**config.mk**
```make
export PLATFORM = sky130hd
export DESIGN_NAME = mips_memctrl_flat
export DESIGN_NICKNAME = d
export VERILOG_FILES = /design/src/rtl/mips_memctrl_if.sv /design/src/rtl/mips_memctrl.sv /design/src/flat_wrapper.sv
export SDC_FILE = /design/constraint.sdc
export NUM_CORES = 1
export LEC_CHECK = 0
export CORE_MARGIN = 2
export CORE_UTILIZATION = 42
export DETAILED_ROUTE_END_ITERATION = 8
export GPL_ROUTABILITY_DRIVEN = 0
export PLACE_DENSITY = 0.87
export SKIP_LAST_GASP = 1
export SLEW_MARGIN = 20
export SYNTH_ARGS = -nofsm -noshare
export SYNTH_HDL_FRONTEND = slang
export SYNTH_SLANG_ARGS = --single-unit
```
**constraint.sdc**
```tcl
create_clock -name clk -period 2.2 [get_ports clk]
set_clock_uncertainty 0.1 [all_clocks]
set_input_delay 0.66 -clock clk [delete_from_list [all_inputs] [get_ports clk]]
set_output_delay 0.66 -clock clk [all_outputs]
set_load 0.005 [all_outputs]
```
**src/rtl/mips_memctrl_if.sv**
```systemverilog
// mips_memctrl_if -- bundle of the CPU-side strobes and the external bus
// signals used by mips_memctrl.
//
//   CPU side : memread, memwrite, addr, writedata   (into the controller)
//              readdata, memready, busy, memerr,
//              errcnt                               (out of the controller)
//   Bus side : mem_req, mem_we, mem_addr, mem_wdata (out of the controller)
//              mem_rdata, mem_ack                   (into the controller)
//
// Modport slave is the controller's view; master is the view of whatever
// plays both the control FSM and the memory (e.g. a testbench).
interface mips_memctrl_if;
  logic        memread;
  logic        memwrite;
  logic [31:0] addr;
  logic [31:0] writedata;
  logic [31:0] readdata;
  logic        memready;
  logic        busy;
  logic        memerr;
  logic [7:0]  errcnt;
  logic        mem_req;
  logic        mem_we;
  logic [31:0] mem_addr;
  logic [31:0] mem_wdata;
  logic [31:0] mem_rdata;
  logic        mem_ack;

  modport slave (
    input  memread, memwrite, addr, writedata, mem_rdata, mem_ack,
    output readdata, memready, busy, memerr, errcnt,
           mem_req, mem_we, mem_addr, mem_wdata
  );

  modport master (
    output memread, memwrite, addr, writedata, mem_rdata, mem_ack,
    input  readdata, memready, busy, memerr, errcnt,
           mem_req, mem_we, mem_addr, mem_wdata
  );
endinterface

```
**src/rtl/mips_memctrl.sv**
```systemverilog
// mips_memctrl -- memory controller between a multicycle MIPS control FSM
// and an external request/acknowledge bus.
//
// Ports:
//   clk   : system clock, all state updates on the rising edge
//   reset : asynchronous, active-low
//   bus   : mips_memctrl_if.slave (CPU strobes/data and external bus)
// Parameter:
//   TIMEOUT : maximum REQ cycles spent waiting for mem_ack (1..255)
//
// A strobe in IDLE is accepted (write wins over read). Misaligned addresses
// complete immediately with an error and never touch the bus. Aligned ones
// hold mem_req until mem_ack or TIMEOUT cycles elapse, then spend exactly
// one DONE cycle pulsing memready.
module mips_memctrl #(
  parameter int unsigned TIMEOUT = 15
) (
  input logic           clk,
  input logic           reset,
  mips_memctrl_if.slave bus
);

  typedef enum logic [1:0] {
    S_IDLE = 2'd0,
    S_REQ  = 2'd1,
    S_DONE = 2'd2
  } state_t;

  // Wait count value present during the TIMEOUT-th REQ cycle.
  localparam logic [7:0] LP_LAST_WAIT = 8'(TIMEOUT - 1);

  state_t      r_state;
  state_t      w_next_state;
  logic [7:0]  r_wait_cnt;
  logic [7:0]  r_errcnt;
  logic        r_err;
  logic        r_we;
  logic [31:0] r_addr;
  logic [31:0] r_wdata;
  logic [31:0] r_readdata;

  logic w_accept;
  logic w_misaligned;
  logic w_timeout;
  logic w_mem_req;
  logic w_memready;
  logic w_busy;
  logic w_memerr;

  assign w_accept     = (r_state == S_IDLE) && (bus.memread || bus.memwrite);
  assign w_misaligned = (bus.addr[1:0] != 2'b00);
  assign w_timeout    = (r_wait_cnt == LP_LAST_WAIT);

  // State register.
  // NOTE: sequential state uses non-blocking (<=) so every flop samples
  // the values that existed before the edge.
  always_ff @(posedge clk or negedge reset) begin
    if (!reset) r_state <= S_IDLE;
    else        r_state <= w_next_state;
  end

  // Next-state logic. An ack on the last wait cycle wins over the timeout
  // simply because both lead to DONE; the error flag below picks the ack.
  always_comb begin
    // NOTE: default assignment first so no path leaves the signal
    // unassigned, which would infer a latch.
    w_next_state = r_state;
    case (r_state)
      S_IDLE: if (w_accept) w_next_state = w_misaligned ? S_DONE : S_REQ;
      S_REQ:  if (bus.mem_ack || w_timeout) w_next_state = S_DONE;
      S_DONE: w_next_state = S_IDLE;
      default: w_next_state = S_IDLE;
    endcase
  end

  // Outputs decoded from the registered state only.
  always_comb begin
    w_mem_req  = 1'b0;
    w_memready = 1'b0;
    w_busy     = 1'b0;
    w_memerr   = 1'b0;
    case (r_state)
      S_REQ: begin
        w_mem_req = 1'b1;
        w_busy    = 1'b1;
      end
      S_DONE: begin
        w_memready = 1'b1;
        w_busy     = 1'b1;
        w_memerr   = r_err;
      end
      default: ;
    endcase
  end

  // Captured request, wait counter, read data and error bookkeeping.
  always_ff @(posedge clk or negedge reset) begin
    if (!reset) begin
      // NOTE: the data registers are reset as well, because readdata,
      // mem_addr, mem_wdata and errcnt must read zero as soon as reset falls.
      r_wait_cnt <= '0;
      r_errcnt   <= '0;
      r_err      <= 1'b0;
      r_we       <= 1'b0;
      r_addr     <= '0;
      r_wdata    <= '0;
      r_readdata <= '0;
    end else begin
      if (w_accept) begin
        r_addr  <= bus.addr;
        r_wdata <= bus.writedata;
        r_we    <= bus.memwrite;
        r_err   <= w_misaligned;
      end

      // Entering REQ is only possible from IDLE, so clearing there is
      // the same as clearing on entry.
      if (r_state == S_IDLE)                      r_wait_cnt <= '0;
      else if (r_state == S_REQ && !bus.mem_ack)  r_wait_cnt <= r_wait_cnt + 8'd1;

      if (r_state == S_REQ) begin
        if (bus.mem_ack) begin
          r_err <= 1'b0;
          if (!r_we) r_readdata <= bus.mem_rdata;
        end else if (w_timeout) begin
          r_err <= 1'b1;
        end
      end

      if (r_state == S_DONE && r_err && r_errcnt != 8'hFF)
        r_errcnt <= r_errcnt + 8'd1;
    end
  end

  assign bus.mem_req   = w_mem_req;
  assign bus.mem_we    = r_we;
  assign bus.mem_addr  = r_addr;
  assign bus.mem_wdata = r_wdata;
  assign bus.memready  = w_memready;
  assign bus.busy      = w_busy;
  assign bus.memerr    = w_memerr;
  assign bus.readdata  = r_readdata;
  assign bus.errcnt    = r_errcnt;

endmodule

```
**src/flat_wrapper.sv**
```systemverilog
// flat-port wrapper written by rule: the top's interface ports become plain ports
module mips_memctrl_flat 
#(
  parameter int unsigned TIMEOUT = 15
)
  (clk, reset, bus_memread, bus_memwrite, bus_addr, bus_writedata, bus_mem_rdata, bus_mem_ack, bus_readdata, bus_memready, bus_busy, bus_memerr, bus_errcnt, bus_mem_req, bus_mem_we, bus_mem_addr, bus_mem_wdata);
  mips_memctrl_if bus_i ();
  input logic clk;
  input logic reset;
  input wire logic [$bits(bus_i.memread)-1:0] bus_memread;
  input wire logic [$bits(bus_i.memwrite)-1:0] bus_memwrite;
  input wire logic [$bits(bus_i.addr)-1:0] bus_addr;
  input wire logic [$bits(bus_i.writedata)-1:0] bus_writedata;
  input wire logic [$bits(bus_i.mem_rdata)-1:0] bus_mem_rdata;
  input wire logic [$bits(bus_i.mem_ack)-1:0] bus_mem_ack;
  output wire logic [$bits(bus_i.readdata)-1:0] bus_readdata;
  output wire logic [$bits(bus_i.memready)-1:0] bus_memready;
  output wire logic [$bits(bus_i.busy)-1:0] bus_busy;
  output wire logic [$bits(bus_i.memerr)-1:0] bus_memerr;
  output wire logic [$bits(bus_i.errcnt)-1:0] bus_errcnt;
  output wire logic [$bits(bus_i.mem_req)-1:0] bus_mem_req;
  output wire logic [$bits(bus_i.mem_we)-1:0] bus_mem_we;
  output wire logic [$bits(bus_i.mem_addr)-1:0] bus_mem_addr;
  output wire logic [$bits(bus_i.mem_wdata)-1:0] bus_mem_wdata;
  assign bus_i.memread = bus_memread;
  assign bus_i.memwrite = bus_memwrite;
  assign bus_i.addr = bus_addr;
  assign bus_i.writedata = bus_writedata;
  assign bus_i.mem_rdata = bus_mem_rdata;
  assign bus_i.mem_ack = bus_mem_ack;
  assign bus_readdata = bus_i.readdata;
  assign bus_memready = bus_i.memready;
  assign bus_busy = bus_i.busy;
  assign bus_memerr = bus_i.memerr;
  assign bus_errcnt = bus_i.errcnt;
  assign bus_mem_req = bus_i.mem_req;
  assign bus_mem_we = bus_i.mem_we;
  assign bus_mem_addr = bus_i.mem_addr;
  assign bus_mem_wdata = bus_i.mem_wdata;
  mips_memctrl #(.TIMEOUT(TIMEOUT)) u_core (.clk(clk), .reset(reset), .bus(bus_i));
endmodule
```
== Yosys cells after proc, flatten, opt, wreduce, memory -nomap -nowiden ==
Index checks and enable logic that the tools add are counted.
Widths: inputs -> output; s select.

* $add $sub $neg: 2
* Equal/unequal tests: 6
* Multiplexer cells: 14
* Bitwise gates (word level): 1
* Reductions and logical operators: 13

{| class="wikitable"
|+ Operator list
! kind !! count
|-
| $add 8x1->8 const B || 2
|-
| $mux 8 || 2
|-
| $eq 8x4->1 const B || 1
|-
| $mux 1 || 8
|-
| $ne 8x8->1 const B || 1
|-
| $mux 2 || 3
|-
| $logic_and 1x1->1 || 4
|-
| $ne 2x1->1 const B || 2
|-
| $pmux 2 s2 || 1
|-
| $reduce_bool 2->1 || 2
|-
| $reduce_and 3->1 || 1
|-
| $eq 2x1->1 const B || 1
|-
| $eq 2x2->1 const B || 1
|-
| $logic_not 2->1 || 1
|-
| $logic_or 1x1->1 || 2
|-
| $reduce_and 2->1 || 1
|-
| $reduce_or 2->1 || 1
|-
| $logic_not 1->1 || 1
|-
| $not 1->1 || 1
|}

* Register bits after elaboration: 116
* Input port bits: 101
* Output and inout bits: 109

== Depth between registers and ports, before layout ==
* Word-level depth: 6
* Depth in mapped cells: 7

== Worst setup path after synthesis ==
OpenSTA, ideal clock, no wires.

* Kind: input -> register
* Start point: input port bus_memwrite
* End point: register u_core.r_addr[13], in the netlist u_core.bus.mem_addr[13]
* Data arrival time: 1.467 ns
* Required time: 1.975 ns
* Path slack: 0.508 ns
* Stages: 4
* Path buffers: 2
* Cell sequence: o21ai_2 buf_4 buf_6 mux2_2

* Longest elaborated chain between the ends: 2

{| class="wikitable"
|+ Ends and longest elaborated chain
! item !! RTL line !! RTL
|-
| from (decl) || flat_wrapper.sv:11 || <nowiki>input wire logic [$bits(bus_i.memwrite)-1:0] bus_memwrite;</nowiki>
|-
| $logic_or 1x1->1 || mips_memctrl.sv:50 || <nowiki>assign w_accept = (r_state == S_IDLE) && (bus.memread || bus.memwrite);</nowiki>
|-
| $logic_and 1x1->1 || mips_memctrl.sv:50 ||
|-
| to (signal assigned) || mips_memctrl.sv:110 || <nowiki>r_addr <= bus.addr;</nowiki>
|-
| to (decl) || mips_memctrl.sv:38 || <nowiki>logic [31:0] r_addr;</nowiki>
|}

Every way passes these cells.
A chain may end at the register's enable or synchronous reset.

== Final worst setup path ==
* Start point: register u_core.r_state[1]
* End point: output port bus_memerr

* Longest elaborated chain between the ends: 2

{| class="wikitable"
|+ Ends and longest elaborated chain
! item !! RTL line !! RTL
|-
| from (decl) || mips_memctrl.sv:32 || <nowiki>state_t r_state;</nowiki>
|-
| from (signal assigned) || mips_memctrl.sv:59 || <nowiki>else r_state <= w_next_state;</nowiki>
|-
| $eq 2x2->1 || mips_memctrl.sv:82 || <nowiki>case (r_state)</nowiki>
|-
| $mux 1 || mips_memctrl.sv:82 ||
|-
| to (decl) || flat_wrapper.sv:19 || <nowiki>output wire logic [$bits(bus_i.memerr)-1:0] bus_memerr;</nowiki>
|}

Every way passes these cells.

==> flow_summary.toml <==
[synth]
yosys.area.top_type_share = 0.6286
muxShareOfSynthArea = 0.2411
synth_xor_area_frac = 0.01517
synthesis.area_per_instance_um2 = 15.14
syn_area_mm2 = 0.004618
synth-seq-cells = 116
synth_fa_ha_area_frac = 0.01626
synth_top_family_by_area = "multiplexers"
synth_top_area_cell = "dfrtp_1"
synth.area.top_cells = "dfrtp_1, mux2_2, ha_1, nor2_1, xor2_1"
synth_cell_types = 40
synth-compound-area-share = 0.02845
syn-num-nets = 412
yosysSeqAreaShare = 0.6286
yosysWarnings = 0
synth_cells = 305
yosys.area_share.simple = 0.04795

[critical_path]
cp_max_fo = 3
crit_type = "reg -> out"
crit_path_end_kind = "primary output"
cp.required_ns = 1.44
critPathLaunchType = "flip-flop"
arrival_ns = 1.44

[route]
vias = 3434
viasPerCell = 4.941
drt-wirelength-per-cell_um = 17.45
drc = 0
firstDrtPassIters = 4
routed_wl_mm = 12.13
ant_nets = 0
drtIter0Drc = 120

[floorplan]
die_height_um = 108.9
ios = 210
start_util = 0.4279
core_area_mm2 = 0.01079
die_x_um = 108.9
fp.dieArea_mm2 = 0.01185
fp-row-count = 38

[sta]
hold_viol_final = 0
finalCriticalPeriod_ns = 2.201
rsz0062_at_grt = "true"
slew_violations = 0
period_share = 1.000
fin_ws_ns = -0.0006096
relSlewSlack = 0.6830
max_freq_mhz = 454.4
final-setup-viol-count = 1
worst_pin_slew_ns = 0.4755

[global_routing]
grt.total_usage = 0.2129
antenna_found_initial = 0
grt_pass1_vias = 3768
grt_max_degree = 43
grt_pass1_wl_mm = 18.82
overflow = 0

[job]
maxCapViolations = 0

[finish]
layout.cells.non_filler = 695
final_util = 0.7113
final_nets = 652
areaGrowthSynthToFinish_pct = 66.24
drive_gt1_frac = 0.2973
antenna_cells = 0

[clocking]
cts_buffers = 17
cts-root-buf = "clkbuf_8"
ctsHtreeMaxLevel = 4
cts_tree = "yes"
clock_sinks = 116
clk_latency_ns = 0.51
clockBufferDepth = 2
clk_pin_slew_ns = 0.05

[hold_path]
min_path_type = "in -> async"

[placed_design]
dpl.hpwl_mm = 8.664
port_buffers = 209
post-place-cells = 651

[pwr]
leakagePower_uw = 0.003360
p_per_area_mw_per_mm2 = 1376
irDropWorstVdd_uv = 818.9

[run_status]
violations = "setup timing"
status = "finished, violations left"
[report_power, final]
group / internal [uW] / total [uW] / switching, uW
clock network: 1700 / 2580 / 873
logic: 2930 / 4380 / 1450
registers: 3100 / 3610 / 510
total: 7730 / 10600 / 2830
[stage by stage]
| step | worst slack, ns | cell area [um2] | hold slack [ns] | total power [uW] | TNS [ns] |
|---|---|---|---|---|---|
| after floorplan | 0.5083 | 4618 | 0.2644 | 5163 | 0 |
| after global placement | -0.04039 | 6932 | 0.3755 | 7572 | -1.545 |
| after detailed placement | -0.05032 | 6932 | 0.3848 | 7769 | -1.580 |
| after CTS | -0.01043 | 7616 | 0.004597 | 10570 | -0.01043 |
| after global routing | -0.04376 | 7677 | 0.02777 | 11140 | -0.06508 |
| final | -0.0006096 | 7677 | 0.004374 | 10560 | -0.0006096 |
[final cells by class]
cell class	count	area (um2)
multi-input combinational	173	1659
inverter	4	20.02
clock buffer	24	480.5
clock inverter	5	75.07
sequential	116	2905
timing repair buffer	233	2362
tap	140	175.2
fill	744	3115
[per-layer routing]
layer | up-vias | share of wire | track usage
met5 | - | 0 | 0
met4 | 0 | 0.028 | 0.09615
met3 | 28 | 0.068 | 0.07950
met2 | 133 | 0.55 | 0.3802
met1 | 1720 | 0.35 | 0.2214
li1 | 1553 | - | -
[cell usage after synthesis]
cell type	instances
a211oi_1	2
a21oi_1	3
a21oi_2	1
a22oi_1	1
a311oi_1	1
a31oi_1	1
a41oi_1	1
and2_1	1
and3_1	1
and3_2	1
buf_2	5
buf_4	2
buf_6	4
clkbuf_1	1
dfrtp_1	116
ha_1	6
inv_1	4
mux2_1	3
mux2_2	95
mux2i_1	1
nand2_1	6
nand2b_1	2
nand3_1	3
nand3_2	1
nand3b_1	1
nand4_1	6
nand4b_1	1
nor2_1	15
nor2_2	1
nor2b_1	2
nor4_1	1
o21a_1	1
o21ai_2	2
o22a_2	1
o22ai_1	1
o31a_1	1
o41a_1	1
or3_1	1
xnor2_1	2
xor2_1	6
[sequential cells by signal (all words and copies together) (netlist names)]
register,flops
u_core.bus.errcnt,8
u_core.bus.mem_we,1
u_core.r_state,2
u_core.r_err,1
u_core.bus.mem_wdata,32
u_core.r_wait_cnt,8
u_core.bus.mem_addr,32
u_core.bus.readdata,32
[cell usage in the layout, fill, tap and decap left out, types with 6 or more instances in the layout]
cell type	n
clkdlybuf4s50_1	196
dfrtp_1	114
mux2_2	95
buf_4	17
clkbuf_16	16
nor2_1	15
dlymetal6s2s_1	8
nand4_1	6
nand2_1	6
xor2_1	6
buf_6	6
[repair_timing]
item                       4_1_cts  5_1_grt
hold buffers                     0        0
gates resized for setup         26       16
pin swaps                        1        0
buffers inserted                13        2
gates cloned                     0        0
setup endpoints to repair       12       12
[final timing paths]
| check | start | to | slack (ns) | depth (start not counted) |
|---|---|---|---|---|
| min | reset | u_core.bus.mem_addr[28]$_DFFE_PN0P_ | 0.004 | 1 |
| max in group asynchronous | reset | u_core.bus.mem_addr[7]$_DFFE_PN0P_ | 1.39 | 2 |
| min reg2reg | u_core.bus.mem_wdata[9]$_DFFE_PN0P_ | u_core.bus.mem_wdata[9]$_DFFE_PN0P_ | 0.40 | 1 |
| max | u_core.r_state[1]$_DFFE_PN0P_ | bus_memerr | -0.0006 | 4 |
| min in group clk | u_core.bus.mem_wdata[9]$_DFFE_PN0P_ | u_core.bus.mem_wdata[9]$_DFFE_PN0P_ | 0.40 | 1 |
| max reg2reg | u_core.r_state[0]$_DFFE_PN0P_ | u_core.bus.readdata[19]$_DFFE_PN0P_ | 0.42 | 6 |
[worst max-delay path: stages (launching register included)]
cell and delay, ns:
dfrtp_1 0.40, buf_6 0.13, ha_4 0.15, and2_4 0.14, buf_6 0.11
[cells by family (layout without fill, tap and decap cells)]
| logic type | count (synthesis) | in the layout |
|---|---|---|
| compound gates | 17 | 17 |
| xor+xnor | 8 | 8 |
| fa+ha+maj | 6 | 6 |
| buf+inv | 16 | 266 |
| flops | 116 | 116 |
| mux | 99 | 99 |
| simple gates | 43 | 43 |
Note: power is estimated with default switching activity, not from simulation.
